--- src/rtl/lcd_show_char_engine.sv ---
// Glyph rasteriser: row fetch from a 1-cycle font ROM, one pixel per column. The first beat follows the request by 2 cycles.
// Each row takes 2+COLS cycles; a stalled beat holds x/y/colour until pix_ready; off-screen columns are skipped in one cycle.
module lcd_show_char_engine #(
  parameter logic [15:0] FG_COLOR = 16'h0000,
  parameter logic [15:0] BG_COLOR = 16'hFFFF,
  parameter int          LCD_W    = 240,
  parameter int          LCD_H    = 320
) (
  input  logic        sys_clk,
  input  logic        sys_rst,
  input  logic        show_char_flag,
  input  logic [6:0]  ascii_num,
  input  logic [8:0]  start_x,
  input  logic [8:0]  start_y,
  input  logic        en_size,
  output logic [10:0] rom_addr,
  output logic        rom_sel,
  input  logic [7:0]  rom_data,
  output logic        pix_valid,
  input  logic        pix_ready,
  output logic [8:0]  pix_x,
  output logic [8:0]  pix_y,
  output logic [15:0] pix_color,
  output logic        busy,
  output logic        show_char_done
);

  typedef enum logic [2:0] {IDLE, ADDR, LOAD, PIX, DONE} state_t;
  typedef struct packed {
    logic [8:0] x;
    logic [8:0] y;
    logic       size;
  } req_t;

  localparam logic [9:0] W_LIM = 10'(LCD_W);
  localparam logic [9:0] H_LIM = 10'(LCD_H);

  state_t      state, state_nxt;
  req_t        req, req_nxt;
  logic [3:0]  row, row_nxt;
  logic [2:0]  col, col_nxt;
  logic [6:0]  shreg, shreg_nxt;
  logic [10:0] rom_addr_nxt;
  logic        rom_sel_nxt, pix_valid_nxt, busy_nxt, done_nxt;
  logic [8:0]  pix_x_nxt, pix_y_nxt;
  logic [15:0] pix_color_nxt;

  logic [6:0]  idx;
  logic [10:0] base_addr;
  logic        last_col, last_row, adv;
  logic [2:0]  ld_col;
  logic        ld_bit, ld_in;
  logic [9:0]  ld_x, ld_y;

  // Out-of-table glyphs fall back to the space glyph at index 0.
  assign idx       = (ascii_num > 7'd94) ? 7'd0 : ascii_num;
  assign base_addr = en_size ? {idx, 4'b0000} : ({1'b0, idx, 3'b000} + {2'b00, idx, 2'b00});
  assign last_col  = req.size ? (col == 3'd7) : (col == 3'd5);
  assign last_row  = req.size ? (row == 4'd15) : (row == 4'd11);
  // A skipped (clipped) column never raises pix_valid, so it advances without a handshake.
  assign adv       = (state == PIX) && (pix_ready || !pix_valid);

  // Next pixel to present: column 0 straight from the ROM, later columns from the shift register.
  assign ld_col = (state == LOAD) ? 3'd0 : col + 3'd1;
  assign ld_bit = (state == LOAD) ? rom_data[7] : shreg[6];
  assign ld_x   = {1'b0, req.x} + {7'b0, ld_col};
  assign ld_y   = {1'b0, req.y} + {6'b0, row};
  assign ld_in  = (ld_x < W_LIM) && (ld_y < H_LIM);

  always_ff @(posedge sys_clk) begin
    if (sys_rst) state <= IDLE;
    else         state <= state_nxt;
  end

  always_comb begin
    state_nxt = state;
    case (state)
      IDLE:    if (show_char_flag) state_nxt = ADDR;
      ADDR:    state_nxt = LOAD;
      LOAD:    state_nxt = PIX;
      PIX:     if (adv && last_col) state_nxt = last_row ? DONE : ADDR;
      DONE:    state_nxt = IDLE;
      default: state_nxt = IDLE;
    endcase
  end

  always_comb begin
    req_nxt       = req;
    row_nxt       = row;
    col_nxt       = col;
    shreg_nxt     = shreg;
    rom_addr_nxt  = rom_addr;
    rom_sel_nxt   = rom_sel;
    pix_valid_nxt = pix_valid;
    pix_x_nxt     = pix_x;
    pix_y_nxt     = pix_y;
    pix_color_nxt = pix_color;
    busy_nxt      = busy;
    done_nxt      = 1'b0;
    case (state)
      IDLE: begin
        if (show_char_flag) begin
          req_nxt      = '{x: start_x, y: start_y, size: en_size};
          row_nxt      = 4'd0;
          rom_addr_nxt = base_addr;
          rom_sel_nxt  = en_size;
          busy_nxt     = 1'b1;
        end
      end
      LOAD: begin
        shreg_nxt     = rom_data[6:0];
        col_nxt       = 3'd0;
        pix_valid_nxt = ld_in;
        pix_x_nxt     = ld_x[8:0];
        pix_y_nxt     = ld_y[8:0];
        pix_color_nxt = ld_bit ? FG_COLOR : BG_COLOR;
      end
      PIX: begin
        if (adv) begin
          if (last_col) begin
            pix_valid_nxt = 1'b0;
            if (last_row) begin
              done_nxt = 1'b1;
              busy_nxt = 1'b0;
            end else begin
              // Glyph rows are stored consecutively, so the next row is just the next address.
              row_nxt      = row + 4'd1;
              rom_addr_nxt = rom_addr + 11'd1;
            end
          end else begin
            col_nxt       = ld_col;
            shreg_nxt     = {shreg[5:0], 1'b0};
            pix_valid_nxt = ld_in;
            pix_x_nxt     = ld_x[8:0];
            pix_y_nxt     = ld_y[8:0];
            pix_color_nxt = ld_bit ? FG_COLOR : BG_COLOR;
          end
        end
      end
      default: ;
    endcase
  end

  always_ff @(posedge sys_clk) begin
    if (sys_rst) begin
      req            <= '0;
      row            <= '0;
      col            <= '0;
      shreg          <= '0;
      rom_addr       <= '0;
      rom_sel        <= 1'b0;
      pix_valid      <= 1'b0;
      pix_x          <= '0;
      pix_y          <= '0;
      pix_color      <= '0;
      busy           <= 1'b0;
      show_char_done <= 1'b0;
    end else begin
      req            <= req_nxt;
      row            <= row_nxt;
      col            <= col_nxt;
      shreg          <= shreg_nxt;
      rom_addr       <= rom_addr_nxt;
      rom_sel        <= rom_sel_nxt;
      pix_valid      <= pix_valid_nxt;
      pix_x          <= pix_x_nxt;
      pix_y          <= pix_y_nxt;
      pix_color      <= pix_color_nxt;
      busy           <= busy_nxt;
      show_char_done <= done_nxt;
    end
  end

endmodule

--- config.mk ---
export PLATFORM = sky130hd
export DESIGN_NAME = lcd_show_char_engine
export DESIGN_NICKNAME = d
export VERILOG_FILES = /design/src/rtl/lcd_show_char_engine.sv
export SDC_FILE = /design/constraint.sdc
export NUM_CORES = 1
export LEC_CHECK = 0
export ABC_AREA = 1
export CORE_ASPECT_RATIO = 2
export CORE_UTILIZATION = 53
export CTS_BUF_LIST = sky130_fd_sc_hd__clkbuf_8
export DETAILED_ROUTE_END_ITERATION = 10
export GPL_ROUTABILITY_DRIVEN = 0
export MAX_ROUTING_LAYER = met4
export PLACE_DENSITY = 0.83
export SYNTH_ARGS = -nofsm -noshare
export SYNTH_HDL_FRONTEND = slang
export SYNTH_SLANG_ARGS = --single-unit
--- constraint.sdc ---
create_clock -name sys_clk -period 3.75 [get_ports sys_clk]
set_clock_uncertainty 0.2 [all_clocks]
set_input_delay 0.75 -clock sys_clk [delete_from_list [all_inputs] [get_ports sys_clk]]
set_output_delay 0.75 -clock sys_clk [all_outputs]
set_load 0.02 [all_outputs]
==> metrics.yaml <==
status: "completed"
yosysMostFrequentCell: "nand2_1"
post-route-period-util: 0.934
io_pins: 87
critPathLaunchType: "primary input"
p_sw_frac: 0.330
yosysTopAreaCell: "dfxtp_1"
synthToLayoutAreaGrowth_pct: 26.1
grt.total_usage: 0.288
synth_nets: 644
post_cts_buffers: 0
maxSlewViolCount: 0
num_vias: 4191
final_nets: 713
met3_usage: 0.0589
holdPathStages: 2
port-buffer-count: 86
worstPathArrival_ns: 3.57
setup_violations: 0
rsz0062_at_grt: "false"
met1_usage: 0.272
synth.ff_latch_count: 69
synth-edff-count: 0
holdBufCountCts: 0
cp_slowest_cell: "clkdlybuf4s50_1"
setup.worst_path.class: "in -> reg"
die_w_um: 64.0
final_layout_size_suffix_gt1_frac: 0.0713
reg2reg_from: "state[1]$_SDFFE_PP0P_"
grt.met2_usage: 0.504
avgSynthCellArea_um2: 6.97
leakage_nw: 2.26
worstMarginPinSlew_ns: 0.466
reg2reg_to: "pix_valid$_SDFFE_PP0P_"
clkTransAtPathRegs_ns: 0.08
synth_top_area_frac: 0.339
grt_pass1_vias: 4015
cts_resized: 0
clockRootBuffer: "clkbuf_8"
dieArea_mm2: 0.00806
dp_slack_ns: -0.0934
synth_area_mm2: 0.00408
first_pass_iters: 5
clockPowerShare: 0.319
cap_violations: 0
cts_tree: "done"
viasPerCell: 5.58
worst_slack_ns: 0.248
yosysUniqueCellTypes: 38
hp-class: "reg -> reg"
fillCellCount: 609
dp.cells: 735
powerDensity_mw_per_mm2: 476
crit_path_cell_trace: "clkdlybuf4s50_1 > nand2_1 > inv_1 > a31oi_1 > nor2_1 > inv_1 > nand2_1 > inv_1 > ha_1 > inv_1 > fa_1 > o21ai_0 > a21oi_1 > inv_1 > nand2_1 > nand3_1 > nand3_1 > nand2_1 > inv_1"
insertion_delay_ns: 0.36
reg2reg_slack_ns: 0.83
fin_crit_ns: 3.50
antenna_found_initial: 0
start_util: 0.557
yosysWarnings: 0
switchingPower_mw: 0.808
ant_nets: 0
critPathBufInv: 7
reg2regPathDepth: 14
routed_wl_um: 10900
crit_family: "buffers and inverters"
startpoint: "ascii_num[2]"
final_cells: 751
grt_max_degree: 33
worst_setup_path_end_kind: "flip-flop"
timing.fmax_ghz: 0.286
clk_path_buf_depth: 2
dp_hpwl_um: 8000
h-tree-depth: 3
die_height_um: 126
slew_headroom: 0.686
grt-ovfl-total: 0
p_comb_frac: 0.305
syn_inst: 585
synthTopCellsByCount: "nand2_1, dfxtp_1, inv_1, a21oi_1, o21ai_0"
wire_per_inst_um: 14.5
dpl_cell_area_mm2: 0.00488
required_ns: 3.82
clkSinkCount: 69
crit_fanout: 4
min_to: "shreg[0]$_SDFFE_PP0P_"
seqPwrFrac: 0.376
grt_pass1_wl_um: 17400
synth_seq_area_share: 0.339
slowest_delay_ns: 0.44
gr-max-usage-layer: "met2"
min_from: "shreg[0]$_SDFFE_PP0P_"
rows: 44
ys.flop_type: "dfxtp_1"
internal_power_mw: 1.64
first_iter_violations: 253
ir_drop_v: 0.000243
diodes: 0
cts-buffers-inserted: 9
route.detailed.drc: 0
async_flop_share: 0
fin_area_mm2: 0.00514
hold_viol_final: 0
crit_top_cell: "inv_1"
synth_area_leaders: "dfxtp_1, nand2_1, a21oi_1"
fp.coreArea_mm2: 0.00732
==> how the worst max path moves through the flow <==
stage,end,cells past startpoint
floorplan,rom_addr[9]$_SDFFE_PP0P_,18
global placement,rom_addr[9]$_SDFFE_PP0P_,19
detailed placement,rom_addr[9]$_SDFFE_PP0P_,19
CTS,rom_addr[9]$_SDFFE_PP0P_,19
global route,rom_addr[9]$_SDFFE_PP0P_,19
finish,rom_addr[9]$_SDFFE_PP0P_,19
==> final cells by class <==
| class | instances | area [um2] | share of cell area |
|---|---|---|---|
| Clock buffer | 12 | 165 | 0.0321 |
| Tap cell | 92 | 115 | 0.0224 |
| Sequential cell | 69 | 1380 | 0.269 |
| Inverter | 69 | 262 | 0.0509 |
| Multi-Input combinational cell | 412 | 2210 | 0.430 |
| Timing Repair Buffer | 93 | 913 | 0.178 |
| Clock inverter | 4 | 93.8 | 0.0183 |
==> through the flow <==
step	total power, mW	utilization	TNS [ns]	hold WS [ns]
after floorplan	1.41	-	0	0.240
after global placement	1.65	0.666	0	0.254
after detailed placement	1.67	0.666	-0.0934	0.259
after CTS	2.45	0.702	0	0.270
after global routing	2.56	0.702	0	0.298
final	2.45	0.702	0	0.268
==> per-layer routing <==
metal	part of all wire	vias up	routed length [um]
li1	-	2043	-
met1	0.37	1936	4020
met2	0.53	159	5770
met3	0.044	53	474
met4	0.055	0	599
met5	0	-	0
==> cells by family after synthesis <==
group | Yosys count | synth area share
DFF | 69 | 0.339
AOI/OAI and AO/OA | 134 | 0.181
xor gates and xnor gates | 11 | 0.0236
buffers and inverters | 104 | 0.119
adders and majority gates | 21 | 0.0700
and+or+nand+nor | 246 | 0.267
==> worst register-to-register path, delay by kind of cell (launching register included) <==
kind / cells / cell delay (ns)
AO/OA/AOI/OAI: 1 / 0.12
adder cells (fa/ha/maj): 2 / 0.65
flip-flops: 1 / 0.50
AND/OR/NAND/NOR: 11 / 1.37
==> cell usage in the layout (no fill, tap or decap), types with 3 or more instances in the layout <==
cell,count
nand4_1,5
nand3_1,48
a21oi_1,54
or2_2,3
nor3_1,3
clkbuf_8,12
a21oi_2,4
fa_1,3
inv_1,67
nand2_2,3
buf_4,7
bufinv_16,3
xnor2_1,4
ha_1,18
o21ai_2,4
clkdlybuf4s50_1,86
xor2_1,7
nand2_1,127
o21ai_0,51
dfxtp_1,69
nor2_1,47
a31oi_1,13
==> state kept, by name, indices dropped and copies added, names as in the netlist, 3 cells and up <==
signal and flops:
pix_y 9, req 19, pix_x 9, rom_addr 11
row 4, shreg 7, col 3, state 3
==> power by group through the flow <==
| stage | registers [mW] | clock network [mW] | logic (mW) |
|---|---|---|---|
| after floorplan | 0.983 | 0 | 0.431 |
| after global placement | 0.929 | 0 | 0.725 |
| after detailed placement | 0.932 | 0 | 0.740 |
| after CTS | 0.918 | 0.789 | 0.745 |
| after global routing | 0.932 | 0.822 | 0.810 |
| final | 0.921 | 0.780 | 0.746 |
Power figures use the tool's default switching activity.
